### config.mk
export PLATFORM = sky130hd
export DESIGN_NAME = reg_access_ctrl
export DESIGN_NICKNAME = d
export VERILOG_FILES = /design/src/rtl/reg_access_ctrl_pkg.sv /design/src/rtl/reg_access_ctrl_addr_decode.sv /design/src/rtl/reg_access_ctrl.sv
export SDC_FILE = /design/constraint.sdc
export NUM_CORES = 1
export LEC_CHECK = 0
export CAP_MARGIN = 20
export CORE_MARGIN = 2
export CORE_UTILIZATION = 30
export CTS_CLUSTER_SIZE = 25
export DETAILED_ROUTE_END_ITERATION = 10
export GPL_ROUTABILITY_DRIVEN = 0
export GPL_TIMING_DRIVEN = 0
export PLACE_DENSITY_LB_ADDON = 0.1
export SLEW_MARGIN = 20
export SYNTH_ARGS = -nofsm -noshare
export SYNTH_HDL_FRONTEND = slang
export SYNTH_HIERARCHICAL = 1
export SYNTH_SLANG_ARGS = --single-unit
export TNS_END_PERCENT = 1
### constraint.sdc
create_clock -name clk -period 3.12 [get_ports clk]
set_clock_uncertainty 0.1 [all_clocks]
set_input_delay 0.312 -clock clk [delete_from_list [all_inputs] [get_ports clk]]
set_output_delay 0.312 -clock clk [all_outputs]
set_load 0.01 [all_outputs]
### src/rtl/reg_access_ctrl_pkg.sv
// Shared register-bank types: field access kind (also used by the field block),
// access-controller FSM states, and the read data returned on a failed access.
package common;

  typedef enum logic {
    RO = 1'b0,
    RW = 1'b1
  } access_t;

  typedef enum logic [1:0] {
    IDLE   = 2'd0,
    ACCESS = 2'd1,
    RESP   = 2'd2
  } reg_acc_state_t;

  localparam int unsigned ERR_RDATA = 0;

  function automatic access_t access_of(input logic rw_bit);
    return rw_bit ? RW : RO;
  endfunction

endpackage

### src/rtl/reg_access_ctrl_addr_decode.sv
// Combinational register-index decoder: hit detection, one-hot select and
// access-error flag (miss, or write to a read-only register).
module reg_addr_decode
  import common::*;
#(
  parameter int unsigned          NUM_REGS = 8,
  parameter int unsigned          ADDR_W   = 4,
  parameter logic [NUM_REGS-1:0]  RW_MASK  = {NUM_REGS{1'b1}}
) (
  input  logic [ADDR_W-1:0]   addr_i,
  input  logic                wr_i,
  output logic                hit_o,
  output logic [NUM_REGS-1:0] onehot_o,
  output logic                err_o
);

  access_t acc;

  // NOTE: every output of a combinational block gets a default before any
  // conditional assignment, otherwise synthesis infers a latch.
  always_comb begin
    hit_o    = 1'b0;
    onehot_o = '0;
    acc      = RO;
    // A match only exists for indices below NUM_REGS, which is exactly the hit rule.
    for (int i = 0; i < NUM_REGS; i++) begin
      if (addr_i == ADDR_W'(i)) begin
        hit_o       = 1'b1;
        onehot_o[i] = 1'b1;
        acc         = access_of(RW_MASK[i]);
      end
    end
    err_o = ~hit_o | (wr_i & (acc != RW));
  end

endmodule

### src/rtl/reg_access_ctrl.sv
// Register-bank access controller: valid/ready request in, one-hot field write
// pulse and read mux, registered response. Optional macro REG_ACCESS_PARITY_EN
// adds even-parity checking of write data via the req_wpar port.
module reg_access_ctrl
  import common::*;
#(
  parameter int unsigned          NUM_REGS = 8,
  parameter int unsigned          ADDR_W   = 4,
  parameter int unsigned          DATA_W   = 32,
  parameter logic [NUM_REGS-1:0]  RW_MASK  = {NUM_REGS{1'b1}}
) (
  input  logic                       clk,
  input  logic                       reset,
  input  logic                       req_valid,
  output logic                       req_ready,
  input  logic                       req_wr,
  input  logic [ADDR_W-1:0]          req_addr,
  input  logic [DATA_W-1:0]          req_wdata,
`ifdef REG_ACCESS_PARITY_EN
  input  logic                       req_wpar,
`endif
  output logic                       rsp_valid,
  input  logic                       rsp_ready,
  output logic [DATA_W-1:0]          rsp_rdata,
  output logic                       rsp_err,
  output logic [NUM_REGS-1:0]        reg_wr_en,
  output logic [DATA_W-1:0]          reg_write_val,
  input  logic [NUM_REGS*DATA_W-1:0] reg_rd_val
);

  reg_acc_state_t    state_q, state_d;
  logic [ADDR_W-1:0] addr_q, addr_d;
  logic              wr_q, wr_d;
  logic [DATA_W-1:0] wdata_q, wdata_d;
  logic [DATA_W-1:0] rdata_q, rdata_d;
  logic              err_q, err_d;
  logic [DATA_W-1:0] write_val_q, write_val_d;

  logic                dec_hit;
  logic [NUM_REGS-1:0] dec_onehot;
  logic                dec_err;
  logic                par_err;
  logic                access_err;
  logic [DATA_W-1:0]   rd_slice;
  logic                accept;

  assign accept = (state_q == IDLE) & req_valid & ~reset;

`ifdef REG_ACCESS_PARITY_EN
  logic par_q, par_d;

  assign par_d   = accept ? req_wpar : par_q;
  // Parity only guards the write path; reads ignore the captured bit.
  assign par_err = wr_q & (par_q != ^wdata_q);

  always_ff @(posedge clk or posedge reset) begin
    if (reset) par_q <= 1'b0;
    else       par_q <= par_d;
  end
`else
  assign par_err = 1'b0;
`endif

  reg_addr_decode #(
    .NUM_REGS (NUM_REGS),
    .ADDR_W   (ADDR_W),
    .RW_MASK  (RW_MASK)
  ) u_decode (
    .addr_i   (addr_q),
    .wr_i     (wr_q),
    .hit_o    (dec_hit),
    .onehot_o (dec_onehot),
    .err_o    (dec_err)
  );

  assign access_err = dec_err | par_err;

  always_comb begin
    rd_slice = DATA_W'(ERR_RDATA);
    for (int i = 0; i < NUM_REGS; i++) begin
      if (dec_onehot[i]) rd_slice = reg_rd_val[i*DATA_W +: DATA_W];
    end
  end

  always_comb begin
    state_d     = state_q;
    addr_d      = addr_q;
    wr_d        = wr_q;
    wdata_d     = wdata_q;
    rdata_d     = rdata_q;
    err_d       = err_q;
    write_val_d = write_val_q;
    req_ready   = 1'b0;
    rsp_valid   = 1'b0;
    reg_wr_en   = '0;

    unique case (state_q)
      IDLE: begin
        req_ready = ~reset;
        if (accept) begin
          addr_d  = req_addr;
          wr_d    = req_wr;
          wdata_d = req_wdata;
          state_d = ACCESS;
        end
      end
      ACCESS: begin
        if (wr_q && !access_err) begin
          reg_wr_en   = dec_onehot;
          write_val_d = wdata_q;
        end
        rdata_d = (!wr_q && !access_err && dec_hit) ? rd_slice : DATA_W'(ERR_RDATA);
        err_d   = access_err;
        state_d = RESP;
      end
      RESP: begin
        rsp_valid = 1'b1;
        if (rsp_ready) state_d = IDLE;
      end
      default: state_d = IDLE;
    endcase
  end

  // The broadcast value follows wdata during a good write and otherwise holds.
  assign reg_write_val = write_val_d;
  assign rsp_rdata     = rdata_q;
  assign rsp_err       = err_q;

  always_ff @(posedge clk or posedge reset) begin
    if (reset) begin
      state_q     <= IDLE;
      addr_q      <= '0;
      wr_q        <= 1'b0;
      wdata_q     <= '0;
      rdata_q     <= '0;
      err_q       <= 1'b0;
      write_val_q <= '0;
    end else begin
      // NOTE: sequential state uses non-blocking assignments so every flop
      // samples pre-edge values regardless of statement order.
      state_q     <= state_d;
      addr_q      <= addr_d;
      wr_q        <= wr_d;
      wdata_q     <= wdata_d;
      rdata_q     <= rdata_d;
      err_q       <= err_d;
      write_val_q <= write_val_d;
    end
  end

endmodule

==> results_dict.tcl, run 1 <==
set metrics [dict create \
    netlist_instances 669 \
    synthTopCellsByArea "dfrtp_1 (39%), mux2_2 (12%), a221oi_1 (8.3%)" \
    crit_path_cell_trace "buf_6 > and4bb_2 > clkbuf_1 > clkbuf_2 > and3_1 > clkdlybuf4s50_1" \
    die_area_um2 23700 \
    cts_tree "done" \
    area_growth_pct 67.0 \
    detail-route-antenna-nets 0 \
    design_area_um2 11300 \
    outcome "completed" \
    timing.hold.ws_ns 0.256 \
    reg2reg_depth 7 \
    cellLeakagePower_nw 4.42 \
    htree_num_levels 3 \
    rsz0062_at_grt "true" \
    drc 0 \
    report.power.total_mw 5.85 \
    hold_viol 0 \
    critPathLaunchType "flop" \
    layout_worst_path_cycle_share_pct 97.4 \
    yosysUniqueCellTypes 29 \
    ys.warnings.count 6 \
    path_depth 6 \
    powerDensity_nw_per_um2 519 \
    grt_max_degree 31 \
    fillCellCount 2113 \
    startpoint "addr_q[3]$_DFFE_PP0P_" \
    critical_path_buf_inv_count 4 \
    cp.required_ns 2.71 \
    ys_seq_area_share_pct 38.5 \
    endpoint_kind "output port" \
    crit_fanout 10 \
    grt_util_all_layers_pct 24.7 \
    crit_arrival_ns 2.63 \
    drt_wl_total_um 30500 \
    min_period_ns 3.04 \
    clock_path_buffers 2 \
    die_y_um 154 \
    ys_seq_elements 104 \
    cpMaxStageDelayCell "clkdlybuf4s50_1" \
    grt_first_pass_wirelength_um 44600 \
    tightest_slew_ns 0.713 \
    clock-root-buffer "clkbuf_16" \
    synthesis.area_um2 6760 \
    cts.sinks 104 \
    drt-initial-drc-count 455 \
    post-place-cells 1324 \
    wl_per_cell_um 22.7 \
    worstSetupPathType "flop to output port" \
    setup_viol 0 \
    synth.largest_area_cell "dfrtp_1" \
    clk_pin_slew_worst_paths_ns 0.08 \
    max-cap-violations 0 \
    ios 372 \
    critical-path-top-delay-family "buffers and inverters" \
    synth_top_cell_area_share_pct 38.5 \
    nets 1351 \
    num_vias 7382 \
    avgSynthCellArea_um2 10.1 \
    insertion_delay_ns 0.35 \
    start_util_pct 30.8 \
    antenna_found_initial 5 \
    fmax_mhz 329 \
    ir_worst_vdd_uv 279 \
    setup_tns_ns 0 \
    rows 54 \
    hp-class "primary input to async pin" \
    r2r-start "addr_q[3]$_DFFE_PP0P_" \
    max_slew_margin_pct 52.5 \
    place_area_um2 10900 \
    synth_fp_nets 966 \
    cts_made_buffers 9 \
    die_width_um 154 \
    maxSlewViolCount 0 \
    drt_pass1_iterations 7 \
    cpPeakStageDelay_ns 0.55 \
    grt.overflow.total 0 \
    instances_no_fill 1343 \
    grt_pass1_vias 7535 \
    ctsHoldBuffers 0 \
    core_area_um2 22000 \
    hpwlAfterDp_um 23900 \
    io_buffers 371 \
    drive_gt1_share_pct 11.8 \
    viasPerCell 5.50 \
]
area by class of cell:
type | instances | area [µm²] | share of cell area, %
multi-input combinational | 448 | 3630 | 32.2
tap | 280 | 350 | 3.11
buffer | 79 | 397 | 3.52
clock inverter | 6 | 93.8 | 0.832
clock buffer | 10 | 239 | 2.12
sequential | 104 | 2600 | 23.1
antenna | 4 | 10.0 | 0.0887
inverter | 36 | 139 | 1.23
timing repair buffer | 376 | 3820 | 33.8
where the power goes:
group	total, mW	switching [mW]	internal (mW)
clock	1.27	0.595	0.674
sequential	1.85	0.143	1.70
combinational	2.74	1.26	1.48
placed cells by master (no fill, tap or decap), types with 3 or more instances in the layout:
cell type        instances
a21o_1                  32
clkbuf_16                9
nor4b_1                  3
dfrtp_1                104
and4bb_2                 3
and3_1                   8
a21oi_1                 64
nand3b_1                32
a221o_1                 32
buf_4                    8
inv_1                   35
clkdlybuf4s50_1        371
a32oi_1                 32
nand2b_1                66
a221oi_1                64
clkbuf_1                49
buf_2                    9
mux2_2                  69
buf_6                    7
clkbuf_2                 5
diode_2                  4
a311oi_1                32
through the flow:
stage,worst slack [ns],util (%)
floorplan,0.972,-
global placement,0.0774,49.3
detailed placement,0.0740,49.7
CTS,-0.102,51.3
global route,-0.0653,51.3
finish,0.0799,51.4
metal layers:
layer	vias up	global-route usage [%]	part of all wire [%]
li1	3400	-	-
met2	355	41.3	48
met5	-	0	0.043
met3	59	6.57	8.0
met4	2	10.8	3.5
met1	3566	30.1	40
logic make-up after synthesis:
logic type / share of synthesized area, %
DFF: 38.5
buffers and inverters: 7.78
AOI/OAI and AO/OA: 29.7
muxes: 11.7
and+or+nand+nor: 12.3
repair_timing:
item,CTS,global route
endpoints found under the setup margin,36,34
buffers inserted,0,1
gates resized for setup,6,3
pin swaps,1,1
cell usage after synthesis (all sizes together):
cell    instances
and4bb          3
buf            25
inv            36
or2             1
dfrtp         104
nor4            1
and4b           1
a311oi         32
nand2b         66
nor3            1
o21ai           1
mux2           70
nor4b           3
a221o          32
a221oi         64
a21oi          64
and3            8
nor3b           1
clkbuf         56
nand3b         32
and2            2
a21o           32
a32oi          32
nor2b           2
state kept, by name, summed over array words and instances, names as in the netlist:
signal       cells
write_val_q     32
rsp_rdata       32
addr_q           4
state_q          2
wdata_q         32
rsp_err          1
wr_q             1
final timing paths:
kind | end | slack [ns]
worst max-delay path | reg_wr_en[6] | 0.08
worst min-delay path | write_val_q[17]$_DFF_PP0_ | 0.26
worst max register to register | rsp_rdata[11]$_DFFE_PP0P_ | 0.33
worst min register to register | write_val_q[6]$_DFF_PP0_ | 0.40
max in group asynchronous | rsp_rdata[29]$_DFFE_PP0P_ | 2.00
min in group clk | write_val_q[6]$_DFF_PP0_ | 0.40
No activity file was read; power rests on OpenSTA's default activity.
==> run 2, diff against run 1 <==
RECOVER_POWER = 25   (was default)
SLEW_MARGIN = default   (was 20)
==> results_dict.tcl, run 2 (synthesis gave the netlist of run 1 again) <==
set metrics [dict create \
    power.switching_mw 1.99 \
    layout_common_cells "clkdlybuf4s50_1 (370), dfrtp_1 (104), mux2_2 (69), nand2b_1 (66)" \
    fmax_mhz 331 \
    max-cap-violations 0 \
    crit_fanout 10 \
    clock_path_buffers 2 \
    nets 1350 \
    grt.overflow.total 0 \
    powerDensity_nw_per_um2 513 \
    maxSlewViolCount 0 \
    drive_gt1_share_pct 11.4 \
    area_growth_pct 65.4 \
    min_period_ns 3.02 \
    tightest_slew_ns 1.42 \
    hp-class "flop to flop" \
    start_util_pct 30.8 \
    insertion_delay_ns 0.36 \
    crit_arrival_ns 2.61 \
    cts.sinks 104 \
    cts_tree "done" \
    pwr-share-seq_pct 32.2 \
    ios 372 \
    cts_made_buffers 9 \
    antenna_found_initial 5 \
    internal_power_mw 3.74 \
    critical-path-top-delay-family "buffers and inverters" \
    fillCellCount 2121 \
    die_y_um 154 \
    crit_path_cell_trace "buf_6 > and4bb_2 > clkbuf_1 > clkbuf_2 > and3_1 > clkdlybuf4s50_1" \
    core_area_um2 22000 \
    grt_util_all_layers_pct 24.8 \
    grt_first_pass_wirelength_um 44900 \
    utilization_pct 50.9 \
    io_buffers 371 \
    viasPerCell 5.49 \
    cpMaxStageDelayCell "clkdlybuf4s50_1" \
    ir_worst_vdd_uv 338 \
    switching_share_pct 34.7 \
    endpoint_kind "output port" \
    die_width_um 154 \
    wl_met1_um 12500 \
    detail-route-antenna-nets 0 \
    outcome "completed" \
    grt_pass1_vias 7458 \
    timing.hold.ws_ns 0.399 \
    worstSetupPathType "flop to output port" \
    layout_worst_path_cycle_share_pct 96.7 \
    drt_pass1_iterations 5 \
    top_layer "met5" \
    clk_pin_slew_worst_paths_ns 0.09 \
    cp.required_ns 2.71 \
    drc 0 \
    routed-wl-met3_um 2360 \
    comb_power_share_pct 47.5 \
    rsz0062_at_grt "true" \
    critical_path_buf_inv_count 4 \
    htree_num_levels 3 \
    clock-root-buffer "clkbuf_16" \
    layout.cells.most_common "clkdlybuf4s50_1" \
    max_slew_margin_pct 5.14 \
    hold_viol 0 \
    cellLeakagePower_nw 4.38 \
    drt_wl_total_um 30500 \
    drt-initial-drc-count 507 \
    setup_viol 0 \
    die_area_um2 23700 \
    wl_per_cell_um 22.7 \
    ctsHoldBuffers 0 \
    critPathLaunchType "flop" \
    p_clk_share_pct 20.3 \
    rows 54 \
    num_vias 7361 \
    hpwlAfterDp_um 23800 \
    cpPeakStageDelay_ns 0.54 \
    wl_met2_um 14700 \
    grt_max_degree 37 \
]
==> run 2: final cells by class <==
class,instances,area (µm²),area share (%)
Timing Repair Buffer,375,3760,33.6
Tap cell,280,350,3.13
Inverter,36,136,1.22
Sequential cell,104,2600,23.3
Clock buffer,10,229,2.05
Clock inverter,6,60.1,0.537
Buffer,79,397,3.55
Antenna cell,4,10.0,0.0896
Multi-Input combinational cell,448,3630,32.5
==> run 2: stage by stage <==
stage	TNS (ns)	total power [mW]	setup slack, ns	cells	area (µm²)
after detailed placement	0	4.61	0.0482	1323	10900
after CTS	-2.52	5.77	-0.113	1338	11200
after floorplan	0	3.26	0.972	669	6760
after global routing	-1.20	6.05	-0.0725	1339	11200
after global placement	0	4.57	0.0774	1320	10800
final	0	5.73	0.103	1342	11200
==> run 2: timing repair <==
action / in CTS / in global routing
gates resized for setup: 6 / 4
pin swaps: 1 / 1
setup buffers: 0 / 1
endpoints found under the setup margin: 36 / 34
==> run 2: path summary, 6_finish.rpt <==
kind / slack (ns) / start / end / cells past startpoint
max: 0.10 / addr_q[3]$_DFFE_PP0P_ / reg_wr_en[6] / 6
min: 0.40 / write_val_q[6]$_DFF_PP0_ / write_val_q[6]$_DFF_PP0_ / 1
max reg2reg: 0.33 / addr_q[3]$_DFFE_PP0P_ / rsp_rdata[19]$_DFFE_PP0P_ / 7
min reg2reg: 0.40 / write_val_q[6]$_DFF_PP0_ / write_val_q[6]$_DFF_PP0_ / 1
max in group asynchronous: 0.42 / reset / rsp_rdata[1]$_DFFE_PP0P_ / 3
min in group asynchronous: 0.57 / reset / addr_q[3]$_DFFE_PP0P_ / 2
==> run 2: metal layers <==
| metal | vias up | global-route usage [%] |
|---|---|---|
| met1 | 3545 | 31.0 |
| met3 | 49 | 6.29 |
| met5 | - | 0 |
| met2 | 373 | 41.5 |
| met4 | 2 | 8.99 |
| li1 | 3392 | - |
==> run 2: power by group through the flow <==
stage	Clock, mW	Sequential, mW	Combinational [mW]
floorplan	0	1.84	1.42
global placement	0	1.86	2.71
detailed placement	0	1.88	2.73
CTS	1.18	1.85	2.74
global route	1.25	1.89	2.92
finish	1.16	1.85	2.72
==> patch 1 (config.mk and constraints of run 2) <==
Encoding of `reg_acc_state_t`: now one-hot (3 bits for 3 states).
--- a/src/rtl/reg_access_ctrl_pkg.sv
+++ b/src/rtl/reg_access_ctrl_pkg.sv
@@ -9,6 +9,6 @@
 
-  typedef enum logic [1:0] {
-    IDLE   = 2'd0,
-    ACCESS = 2'd1,
-    RESP   = 2'd2
+  typedef enum logic [2:0] {
+    IDLE   = 3'b001,
+    ACCESS = 3'b010,
+    RESP   = 3'b100
   } reg_acc_state_t;
Check against the original RTL: same outputs for any inputs over 4 cycles, from zero or initial values and one cycle with reset high; so few cycles prove little.
==> patch 1 against run 2 <==
  * The run now ends with capacitance limit, slew limit left
  * Setup slack worse by 0.0051 ns
  * Die area is 0.23% higher
  * Routed wire length is 2.9% higher
  * Synthesized area is 0.24% higher
  * Sequential cell count is 1 higher
  * Synthesized cell count is 4.6% lower
  * First-iteration DRC count is 22% lower
  * Critical path depth stayed put
  * Final area is 0.36% higher
  * Total power is 0.15% higher
  * Critical path type unchanged
  * Largest power group unchanged
==> patch 1: results (changes against run 2) <==
* Status: finished with violations (was finished, final reports clean)
* Failing checks: capacitance limit, slew limit
* IO buf count at 371 (unchanged)
* Share of cells above drive strength 1 at 12.0% (was 11.4%)
* Worst EP arrival at 2.61 ns (about the same)
* H-tree lvl count at 3 (unchanged)
* Post-synth top cells: dfrtp_1, a21oi_1, nor2b_1 (was dfrtp_1, mux2_2, nand2b_1)
* Max Cap Violations at 1 (was 0)
* Max Root-Sink Buffers at 2 (unchanged)
* Vias at 6944 (was 7361)
* Final net count at 1319 (was 1350)
* VDD IR max at 0.324 mV (was 0.338 mV)
* Root Buffer: clkbuf_16 (unchanged)
* Fillers at 2111 (was 2121)
* Pre-antenna DRT Iters at 5 (unchanged)
* Post-synth ARST share at 100% (unchanged)
* 1st-iter DRT viols at 397 (was 507)
* Synth top area cells: dfrtp_1, mux2_1, mux2_4 (was dfrtp_1, mux2_2, a221oi_1)
* Syn nets at 935 (was 966)
* Leak at 4.70 nW (was 4.38 nW)
* Worst min path class: in -> async (was reg -> reg)
* Synth unique cells at 41 (was 29)
* Total Routing Usage GR at 25.6% (was 24.8%)
* Clock transition at path regs at 0.08 ns
* Dpl cell area at 10900 µm² (about the same)
* Crit path max fanout at 10 (unchanged)
* Most used flip-flop cell after synthesis: dfrtp_1 (unchanged)
* Dpl hpwl at 24100 µm (was 23800 µm)
* CTS Buf Count at 9 (unchanged)
* Post-Syn Area per Cell at 10.6 µm² (was 10.1 µm²)
* Vias in the first global route at 7186 (was 7458)
* Initial antenna violation count at 7 (was 5)
* Final cell count without fillers at 1314 (was 1342)
* Worst-Skew Late Latency at 0.36 ns (about the same)
* Largest net degree at the start of global routing at 39 (was 37)
* CP Launch Type: flop (unchanged)
* Synthesis Warnings at 6 (unchanged)
* Register area share after synthesis at 38.8% (was 38.5%)
* Wire length per cell at 23.8 µm (was 22.7 µm)
* DP Worst Slack at -0.215 ns (was 0.0482 ns)
* Final slew viol count at 29 (was 0)
* Reg2Reg Launch Point: addr_q[3] (unchanged)
* First-pass GRT wire length at 45700 µm (was 44900 µm)
* Rel. slew slack at -10.5% (was 5.14%)
==> patch 1: changes by cell type after synthesis, moves of 32 or more <==
cell      change
a311oi_1     -32
a21o_1       -32
mux2_2       -69
mux2_1       +39
a32oi_1      -32
nor2b_1      +61
o211ai_1     +32
nand2b_1     -35
==> patch 1: routing by layer <==
| layer | part of all wire, % | wire, µm | track usage (%) | vias to the layer above |
|---|---|---|---|---|
| met5 | 0 | 0 | 0 | - |
| met4 | 3.7 | 1160 | 10.8 | 0 |
| met3 | 9.4 | 2930 | 8.55 | 57 |
| met2 | 47 | 14900 | 41.9 | 316 |
| met1 | 39 | 12400 | 31.0 | 3345 |
| li1 | - | - | - | 3226 |
==> patch 1: area by class of cell <==
cell class	count	area, µm²	area share (%)
diodes	7	17.5	0.156
plain buffers	68	420	3.75
clock buffers	9	225	2.01
clock inverters	7	93.8	0.837
inverters	8	31.3	0.279
multi-input cells	454	3730	33.2
flip-flops and latches	105	2630	23.4
well taps	280	350	3.12
repair buffers	376	3720	33.2
==> patch 1: critical path, stage by stage, from the launching register on <==
cell and delay (ns):
dfrtp_1 0.39, buf_6 0.14, and4bb_2 0.40, clkbuf_2 0.28
clkbuf_4 0.28, and3_1 0.18, clkdlybuf4s50_1 0.57
==> patch 1: worst paths after layout <==
check / to / slack (ns) / cells after the start
max: reg_wr_en[6] / 0.1 / 6
min: wdata_q[10] / 0.38 / 2
max reg2reg: rsp_rdata[31] / 0.20 / 9
min reg2reg: write_val_q[1] / 0.39 / 1
max in group asynchronous: rsp_rdata[17] / 0.65 / 3
min in group clk: write_val_q[1] / 0.39 / 1
==> patch 1: repair_timing <==
action | 4_1_cts | 5_1_grt
hold buffers | 0 | 0
endpoints found under the hold margin | 0 | 0
gates resized for setup | 39 | 13
setup buffers | 0 | 2
endpoints found under the setup margin | 36 | 9
pin swaps | 0 | 1
==> patch 1: power by group <==
| group | switching [mW] | total, mW | internal (mW) |
|---|---|---|---|
| clock | 0.642 | 1.23 | 0.589 |
| sequential | 0.171 | 1.87 | 1.70 |
| combinational | 1.17 | 2.64 | 1.46 |
==> patch 1: logic make-up (layout without fill, tap and decap cells) <==
group	count (synthesis)	in the layout	synth area share [%]
compound gates	197	197	22.3
buf+inv	79	468	6.41
flops	105	105	38.8
mux	70	70	13.3
other cells	0	7	0
simple gates	187	187	19.2
==> patch 2 (flow settings as in run 2) <==
Without the edit above. Change the parameter `DATA_W` from 32 to 36.
--- a/src/rtl/reg_access_ctrl.sv
+++ b/src/rtl/reg_access_ctrl.sv
@@ -8,3 +8,3 @@
   parameter int unsigned          ADDR_W   = 4,
-  parameter int unsigned          DATA_W   = 32,
+  parameter int unsigned          DATA_W   = 36,
   parameter logic [NUM_REGS-1:0]  RW_MASK  = {NUM_REGS{1'b1}}
Ports: changed (resized reg_rd_val, reg_write_val, req_wdata and rsp_rdata); port bits go from 372 to 416. The function was not compared with the original's and may differ.
==> patch 2 against run 2 <==
  * Register-to-register slack improved by 0.28 ns
  * Sequential cell count rose by 12
  * Critical path type unchanged
  * Largest cell class unchanged
  * Sequential power rose by 18%
  * Core utilization rose by 2.2 points
  * Via count rose by 3.3%
  * Total power rose by 31%
  * First-iteration DRC count fell by 27%
  * Global-route usage rose by 0.82 points
  * Final area rose by 12%
  * Setup slack got worse by 0.0091 ns
  * Synthesized area rose by 6.1%
  * Critical path depth fell by 1
  * Hold slack got worse by 0.039 ns
  * Routed wire length rose by 9.4%
==> patch 2: results (changes against run 2) <==
* Status: finished, final reports clean (unchanged)
* H-tree lvl count at 4 (was 3)
* Total Routing Usage GR at 25.6% (was 24.8%)
* Fillers at 2181 (was 2121)
* Largest net degree at the start of global routing at 39 (was 37)
* P_sw at 2.57 mW (was 1.99 mW)
* Worst hold slack at 0.359 ns (was 0.399 ns)
* Syn nets at 1032 (was 966)
* Clock transition at path regs at 0.07 ns (was 0.09 ns)
* Share of cells above drive strength 1 at 13.9% (was 11.4%)
* CTS sink cnt at 116 (was 104)
* Mux cell area share after synthesis at 13.8% (was 11.7%)
* Fin crit period at 3.03 ns (was 3.02 ns)
* CTS Buf Count at 17 (was 9)
* Rel. slew slack at 0.920% (was 5.14%)
* Synth unique cells at 40 (was 29)
* Worst r2r dst: rsp_rdata[21] (was rsp_rdata[19])
* Final net count at 1468 (was 1350)
* Worst hold stages at 2 (was 1)
* WHS Endpoint: state_q[1] (was write_val_q[6])
* Power of the sequential group at 2.19 mW (was 1.85 mW)
* Total Routed Length at 33300 µm (was 30500 µm)
* Pre-antenna DRT Iters at 4 (was 5)
* Worst min path class: in -> reg (was reg -> reg)
* Beginning of the worst hold path: rsp_ready (was write_val_q[6])
* CP max stage delay at 0.59 ns (was 0.54 ns)
* Synth top area cells: dfrtp_1, mux2_4, mux2_2 (was dfrtp_1, mux2_2, a221oi_1)
* Post-Synthesis Cells at 699 (was 669)
* First-pass GRT wire length at 47700 µm (was 44900 µm)
* Internal power at 4.94 mW (was 3.74 mW)
* Dpl cell area at 11800 µm² (was 10900 µm²)
* Post-synth top cells: dfrtp_1, a21oi_1, inv_1, mux2_2, nand2b_1 (was dfrtp_1, mux2_2, nand2b_1)
* VDD IR max at 0.393 mV (was 0.338 mV)
* Clk. pwr at 2.01 mW (was 1.16 mW)
* DP Worst Slack at 0.0411 ns (was 0.0482 ns)
* Placed insts at 1436 (was 1323)
* Worst-Skew Late Latency at 0.42 ns (was 0.36 ns)
* Reg2Reg Launch Point: addr_q[2] (was addr_q[3])
* IO buf count at 415 (was 371)
patch 2: changes by cell type in the layout (fill, tap and decap cells not counted), sizes merged, moves of 28 or more:
cell and delta:
dlymetal6s2s +30, o21ai +36, a221o -31, o31a +35, nand2b -28, a311oi -32
nand3 +36, a221oi -29, o22ai +35, nand3b -32
patch 2: area by class of cell:
class                   count  area (µm²)  share of cell area, %
diodes                      4        10.0                 0.0803
plain buffers              74         512                   4.10
clock buffers              17         425                   3.41
clock inverters            15         183                   1.47
inverters                  40         151                   1.21
multi-input cells         468        3630                   29.1
flip-flops and latches    116        2900                   23.3
well taps                 319         399                   3.20
repair buffers            418        4260                   34.1
patch 2: routing by layer:
metal	wire length [µm]	track usage, %	vias up
met4	877	8.41	0
met3	3080	8.55	51
met5	0	0	-
met1	13100	30.3	3684
met2	16200	43.8	322
li1	-	-	3544
